===== config.mk =====
export PLATFORM = sky130hd
export DESIGN_NAME = qualificador_sol
export DESIGN_NICKNAME = d
export VERILOG_FILES = /design/src/rtl/qualificador_sol.sv
export SDC_FILE = /design/constraint.sdc
export NUM_CORES = 1
export LEC_CHECK = 0
export ABC_AREA = 0
export CAP_MARGIN = 30
export CORE_AREA = 2 2 39 41
export CTS_CLUSTER_DIAMETER = 50
export CTS_CLUSTER_SIZE = 12
export DETAILED_ROUTE_END_ITERATION = 7
export DIE_AREA = 0 0 41 43
export GPL_ROUTABILITY_DRIVEN = 1
export PLACE_DENSITY = 0.7
export SKIP_CTS_REPAIR_TIMING = 1
export SLEW_MARGIN = 20
export SYNTH_ARGS = -nofsm -noshare
export SYNTH_HDL_FRONTEND = slang
export SYNTH_SLANG_ARGS = --single-unit

===== constraint.sdc =====
create_clock -name clk_2 -period 1.6 [get_ports clk_2]
set_input_delay 0.4 -clock clk_2 [delete_from_list [all_inputs] [get_ports clk_2]]
set_output_delay 0.4 -clock clk_2 [all_outputs]
set_load 0.01 [all_outputs]

===== src/rtl/qualificador_sol.sv =====
// qualificador_sol
//   Conditioning stage between the raw light-level sensor/switches and the
//   pool-pump controller. It produces a clean, debounced "sun" flag:
//     - 2-stage synchronizer on the asynchronous level input
//     - hysteresis: separate "on" (LIMIAR_LIGA) and "off" (LIMIAR_DESLIGA)
//       thresholds, with a neutral band between them
//     - persistence: CICLOS_CONFIRMA consecutive qualifying samples are
//       needed before the flag changes
//
//   Optional feature (compile-time macro FORCA_SOL_EN):
//     defined   -> 'forca' is registered once and, while high, forces the
//                  FSM into SOL (sol=1, contador=0). Reset still wins.
//     undefined -> 'forca' is ignored and no register is built for it.
//
// Ports
//   clk_2     in   1            system clock, rising edge
//   reset     in   1            synchronous, active-high reset
//   nivel     in   NBITS_NIVEL  raw light level, asynchronous, unsigned
//   forca     in   1            manual sun override (FORCA_SOL_EN only)
//   sol       out  1            qualified sun flag, registered
//   mudou     out  1            one-cycle pulse after each change of sol
//   estado    out  2            FSM state code (debug)
//   contador  out  4            confirmation counter (debug)
//
// Handshake: none. The block is a free-running filter; every output is a
// register updated on each rising edge of clk_2, with no combinational
// path from any input to any output.
module qualificador_sol #(
  parameter int NBITS_NIVEL     = 6,
  parameter int LIMIAR_LIGA     = 40,
  parameter int LIMIAR_DESLIGA  = 24,
  parameter int CICLOS_CONFIRMA = 4
) (
  input  logic                   clk_2,
  input  logic                   reset,
  input  logic [NBITS_NIVEL-1:0] nivel,
  input  logic                   forca,
  output logic                   sol,
  output logic                   mudou,
  output logic [1:0]             estado,
  output logic [3:0]             contador
);

  typedef enum logic [1:0] {
    ESCURO      = 2'd0,
    CONF_SOL    = 2'd1,
    SOL         = 2'd2,
    CONF_ESCURO = 2'd3
  } estado_t;

  localparam logic [NBITS_NIVEL-1:0] LIGA    = NBITS_NIVEL'(LIMIAR_LIGA);
  localparam logic [NBITS_NIVEL-1:0] DESLIGA = NBITS_NIVEL'(LIMIAR_DESLIGA);
  // Last count value before a confirmation completes; the counter never
  // goes beyond this.
  localparam logic [3:0]             CNT_MAX = 4'(CICLOS_CONFIRMA - 1);

  logic [NBITS_NIVEL-1:0] r_nivel_s1;
  logic [NBITS_NIVEL-1:0] r_nivel_s;
  estado_t                r_estado;
  logic [3:0]             r_contador;
  logic                   r_sol;
  logic                   r_mudou;

  estado_t                w_estado_nxt;
  logic [3:0]             w_contador_nxt;
  logic                   w_sol_nxt;
  logic                   w_alto;
  logic                   w_baixo;

`ifdef FORCA_SOL_EN
  logic r_forca;

  always_ff @(posedge clk_2) begin
    if (reset) r_forca <= 1'b0;
    else       r_forca <= forca;
  end
`else
  // Override not built: keep the port connected but functionally inert.
  logic w_forca_unused;
  assign w_forca_unused = forca;
`endif

  // Only the second synchronizer stage is ever looked at by the FSM.
  always_ff @(posedge clk_2) begin
    if (reset) begin
      r_nivel_s1 <= '0;
      r_nivel_s  <= '0;
    end else begin
      r_nivel_s1 <= nivel;
      r_nivel_s  <= r_nivel_s1;
    end
  end

  // Values in [DESLIGA, LIGA) are the hysteresis band: neither flag set.
  assign w_alto  = (r_nivel_s >= LIGA);
  assign w_baixo = (r_nivel_s <  DESLIGA);

  always_comb begin
    w_estado_nxt   = r_estado;
    w_contador_nxt = r_contador;
    case (r_estado)
      ESCURO: begin
        if (w_alto) begin
          w_estado_nxt   = CONF_SOL;
          w_contador_nxt = 4'd1;
        end else begin
          w_contador_nxt = 4'd0;
        end
      end
      CONF_SOL: begin
        // Any non-"sun" sample (band included) restarts the qualification.
        if (!w_alto) begin
          w_estado_nxt   = ESCURO;
          w_contador_nxt = 4'd0;
        end else if (r_contador == CNT_MAX) begin
          w_estado_nxt   = SOL;
          w_contador_nxt = 4'd0;
        end else begin
          w_contador_nxt = r_contador + 4'd1;
        end
      end
      SOL: begin
        if (w_baixo) begin
          w_estado_nxt   = CONF_ESCURO;
          w_contador_nxt = 4'd1;
        end else begin
          w_contador_nxt = 4'd0;
        end
      end
      CONF_ESCURO: begin
        if (!w_baixo) begin
          w_estado_nxt   = SOL;
          w_contador_nxt = 4'd0;
        end else if (r_contador == CNT_MAX) begin
          w_estado_nxt   = ESCURO;
          w_contador_nxt = 4'd0;
        end else begin
          w_contador_nxt = r_contador + 4'd1;
        end
      end
      default: begin
        w_estado_nxt   = ESCURO;
        w_contador_nxt = 4'd0;
      end
    endcase
`ifdef FORCA_SOL_EN
    if (r_forca) begin
      w_estado_nxt   = SOL;
      w_contador_nxt = 4'd0;
    end
`endif
    // The flag belongs to the "sun side" states; it is registered below so
    // the controller never sees a decoded glitch.
    w_sol_nxt = (w_estado_nxt == SOL) || (w_estado_nxt == CONF_ESCURO);
  end

  always_ff @(posedge clk_2) begin
    if (reset) begin
      r_estado   <= ESCURO;
      r_contador <= 4'd0;
      r_sol      <= 1'b0;
      r_mudou    <= 1'b0;
    end else begin
      r_estado   <= w_estado_nxt;
      r_contador <= w_contador_nxt;
      r_sol      <= w_sol_nxt;
      r_mudou    <= w_sol_nxt ^ r_sol;
    end
  end

  assign sol      = r_sol;
  assign mudou    = r_mudou;
  assign estado   = r_estado;
  assign contador = r_contador;

endmodule


Word level (Yosys, flattened, before mapping):

Index checks and enable logic that the tools add are counted.

* register bits after elaboration: 20

* order comparisons: 2
* bitwise operators: 1
* mux-type cells: 13
* add/sub/neg operators: 1
* eq/ne operators: 6
* reduce and logical (&&, ||, !) cells: 2

Operators with widths (number)
* case mux 4 bit (4 select lines): 1
* 2-to-1 mux 2 bit: 6
* 2-to-1 mux 4 bit: 3
* == test 2 bit (second input constant): 4
* case mux 2 bit (4 select lines): 1
* greater-or-equal comparator 6 bit (second input constant): 1
* < comparator 6 x 5 -> 1 bit (second input constant): 1
* adder 4 x 1 -> 4 bit (second input constant): 1
* == test 4 x 2 -> 1 bit (second input constant): 1
* == test 2 x 1 -> 1 bit (second input constant): 1
* zero test 2 bit: 1
* 2-to-1 mux 1 bit: 2
* logical OR 1 bit: 1
* XOR 1 bit: 1

Longest topological paths before layout:

* depth in word-level cells: 7
* depth in mapped cells: 4
* depth with buffers taken out: 4

Worst setup path after synthesis:

No wires, ideal clock.

* kind: register -> register
* start: register r_contador[0] (netlist: contador[0])
* end: register r_sol (netlist: sol)
* buffers on the path: 0
* arrival time: 1.096 ns
* required time: 1.476 ns
* library setup time: 0.124 ns
* cell stages (with the launch flop): 5
* period minus slack after synthesis: 1.220 ns
* slack: 0.380 ns
* path through: dfxtp_1 > ha_1 > and4bb_2 > mux2i_1 > a31oi_1

* cells in the longest elaborated chain, start to end: 6
* elaborated cells on any way between the ends: 9
* classes of those cells: eq/ne: 3; mux: 5; reduce/logical: 1

RTL lines
* from (decl): line 60 `logic [3:0] r_contador;`
* from (signal assigned): line 165 `r_contador <= w_contador_nxt;`
* == test 4 x 2 -> 1 bit *: line 115, 134
* 2-to-1 mux 2 bit (on tied branches): line 134, 115
* 2-to-1 mux 2 bit (on tied branches): line 131, 112
* case mux 2 bit (4 select lines) *: line 101 `case (r_estado)`
* == test 2 bit: line 154 `w_sol_nxt = (w_estado_nxt == SOL) || (w_estado_nxt == CONF_ESCURO);`
* logical OR 1 bit *: line 154
* to (signal assigned): line 166 `r_sol <= w_sol_nxt;`
* to (decl): line 61 `logic r_sol;`

Mark *: on every way between the ends. The rest lies on a longest branch, timed or not.
A chain may end at the register's enable or synchronous reset.

Worst setup path after layout:

* start: register r_mudou (netlist: mudou)
* end: output port mudou

RTL lines
* from (decl): line 62 `logic r_mudou;`
* from (signal assigned): line 167 `r_mudou <= w_sol_nxt ^ r_sol;`
* to (decl): line 39 `output logic mudou,`

No word-level cell between the ends.

==> impl_metrics.csv <==
group,metric,value,unit
status,status,"finished clean",
critical_path,critPathBufInv,1,
floorplan,rows,14,
critical_path,crit_slowest_cell,"clkdlybuf4s50_1",
place,dpl_cell_area,633,sq um
synth,synth_area,497,sq um
global_route,track_usage,11.5,%
critical_path,cp_max_fo,1,
detailed_routing,drc_errors,0,
synth,yosys_warnings,0,
cells_and_area,drive_above_1_share,20.0,%
detailed_routing,dr.pass1.iters,3,
floorplan,die_w,41,microns
global_route,grt_pass1_wl,1.37,mm
detailed_routing,routed_wirelength,885,microns
job,drv_cap,0,
cells_and_area,final_util,49.3,%
cells_and_area,n_antenna_cell,0,
synth,synth_seq_area_share,52.4,%
detailed_routing,highest_layer,"met4",
place,io_buffers,12,
detailed_routing,drtIter0Drc,5,
clock_tree,cts-htree-levels,1,
clock_tree,clk_latency,0.26,ns
clock_tree,clockRootBuffer,"clkbuf_4",
detailed_routing,wl_met1,408,microns
critical_path,cpPeakStageDelay,0.52,ns
detailed_routing,avgViaCountPerCell,4.75,
timing,fin_crit,1.51,ns
clock_tree,cts_buffers,3,
detailed_routing,vias,361,
floorplan,initial_core_util,35.9,%
clock_tree,clk_pin_slew,0.08,ns
detailed_routing,dr_wl_met3,34,microns
global_route,grt_max_degree,10,
floorplan,dieArea,1760,sq um
detailed_routing,antenna_left,0,
synth,syn_area_per_cell,11.0,sq um
global_route,grt-ovfl-total,0,
synth,syn-num-nets,55,
cells_and_area,area_growth,37.3,%
cells_and_area,design_area,682,sq um
hold_path,hold_class,"register to register",
timing,fin_crit_sh,94.1,%
synth,ys_top_cells_by_area,"dfxtp_1, nor2b_1, nor3b_1",
critical_path,cp_num_cells,1,
synth,synth_cell_types,21,
clock_tree,cts_buffer_depth,2,
global_route,grt_pass1_vias,326,
timing,slew_headroom,80.3,%
timing,setup_tns,0,ns
timing,worst_pin_slew,0.296,ns
timing,final-setup-viol-count,0,
pwr,total_power,555,uW
clock_tree,clkSinkCount,13,
place,dpl.hpwl,572,microns
timing,clock.fmax,0.664,GHz
detailed_routing,wl_per_cell,11.6,microns
critical_path,regToRegSetupSlack,0.27,ns
floorplan,coreArea,1380,sq um
critical_path,crit_path_start_kind,"register",
critical_path,crit_type,"register to output port",
timing,hold_ws,0.437,ns
timing,rsz0062_at_grt,"false",
global_route,antenna_found_initial,0,
timing,finClkSkew,0.00606,ns
detailed_routing,wl_met2,422,microns
critical_path,critPathCaptureType,"output port",
critical_path,crit_family,"buffers and inverters",
pwr,ir_worst_vdd,0.415,mV
synth,ys_seq_elements,13,
critical_path,worstPathRequired,1.20,ns
floorplan,ioPinCount,17,
cells_and_area,fin_nets,71,
pwr,power.density,814,nW/um^2
synth,synth_top_area_share,52.4,%
critical_path,cp_cell_sequence,"clkdlybuf4s50_1",
pwr,p_leak,0.360,nW
floorplan,die_y,43,microns
synth,synth_area_leader_cell,"dfxtp_1",
timing,hold_viol,0,
critical_path,crit_arrival,1.11,ns
timing,maxSlewViolCount,0,
clock_tree,cts_tree,"built",
critical_path,ff2ff_path_depth,4,
synth,syn_inst,45,
hold_path,whs_path_depth,1,
place,globalplace.congestion,0.624,
[final cells by class]
class                   instances  area [sq um]
fillers                       130           702
flip-flops and latches         13           265
multi-input cells              30           225
repair buffers                 13           145
clock buffers                   4          26.3
well taps                      16          20.0
[cells in the final DEF (no fill, tap or decap)]
cell type        n
a211oi_2         1
a2bb2oi_2        1
a31oi_1          1
and2_1           2
and4bb_2         1
buf_4            1
clkbuf_1         1
clkbuf_4         3
clkdlybuf4s50_1  5
dfxtp_1          9
dfxtp_2          4
dlymetal6s2s_1   7
ha_1             1
mux2i_1          1
nand2b_1         2
nand3_1          2
nand3b_1         1
nor2b_1          6
nor3_1           3
nor3b_1          3
o21a_1           1
o21ai_0          1
o21ba_2          1
or2b_1           1
xor2_1           1
[power breakdown]
| part | leakage, nW | internal [mW] | switching [mW] |
|---|---|---|---|
| Combinational | 0.237 | 0.0175 | 0.00833 |
| Clock | 0.0150 | 0.0962 | 0.0988 |
| Sequential | 0.108 | 0.331 | 0.00364 |
| Total | 0.360 | 0.444 | 0.111 |
[worst reg2reg max path, delay by kind of cell (launching register included)]
kind                     cells  cell delay [ns]
AO/OA/AOI/OAI                1             0.10
adder cells (fa/ha/maj)      1             0.23
flip-flops                   1             0.38
multiplexers                 1             0.21
AND/OR/NAND/NOR              1             0.29
[logic make-up after synthesis]
| family | share of synthesized area, % |
|---|---|
| flip-flops | 52.4 |
| adder cells (fa/ha/maj) | 2.52 |
| buffers and inverters | 2.27 |
| AO/OA/AOI/OAI | 11.3 |
| XOR/XNOR | 1.76 |
| multiplexers | 2.02 |
| AND/OR/NAND/NOR | 27.7 |
[final timing paths]
kind	from	to
worst max-delay path	mudou$_SDFF_PP0_	mudou
worst min-delay path	r_nivel_s1[4]$_SDFF_PP0_	r_nivel_s[4]$_SDFF_PP0_
worst max register to register	contador[1]$_SDFF_PP0_	sol$_SDFF_PP0_
worst min register to register	r_nivel_s1[4]$_SDFF_PP0_	r_nivel_s[4]$_SDFF_PP0_
[flip-flops by register name, indices dropped and copies added (netlist names)]
register and cells:
estado 1, r_nivel_s 3, mudou 1, r_nivel_s1 3, contador 4, sol 1
[Yosys cell counts]
cell	count
nor2b_1	6
and4bb_2	1
dfxtp_1	13
nand2b_1	2
or2b_1	1
ha_1	1
o21a_1	1
mux2i_1	1
nand3_1	2
o21ba_2	1
nor3_1	3
xor2_1	1
nand3b_1	1
a2bb2oi_2	1
nor3b_1	3
a31oi_1	1
clkbuf_1	1
buf_4	1
and2_1	2
a211oi_2	1
o21ai_0	1
[layer usage]
layer	up-vias	global-route usage, %
met4	0	8.00
met2	8	17.5
met3	2	1.57
met1	164	14.1
li1	187	-
met5	-	0
[stage by stage]
stage / std cells / setup WS [ns]
2_1_floorplan: 45 / 0.380
3_3_place_gp: 72 / 0.242
3_5_place_dp: 72 / 0.232
4_1_cts: 76 / -0.0626
5_1_grt: 76 / 0.0602
6_report: 76 / 0.0944
Note: power is estimated with default switching activity, not from simulation.
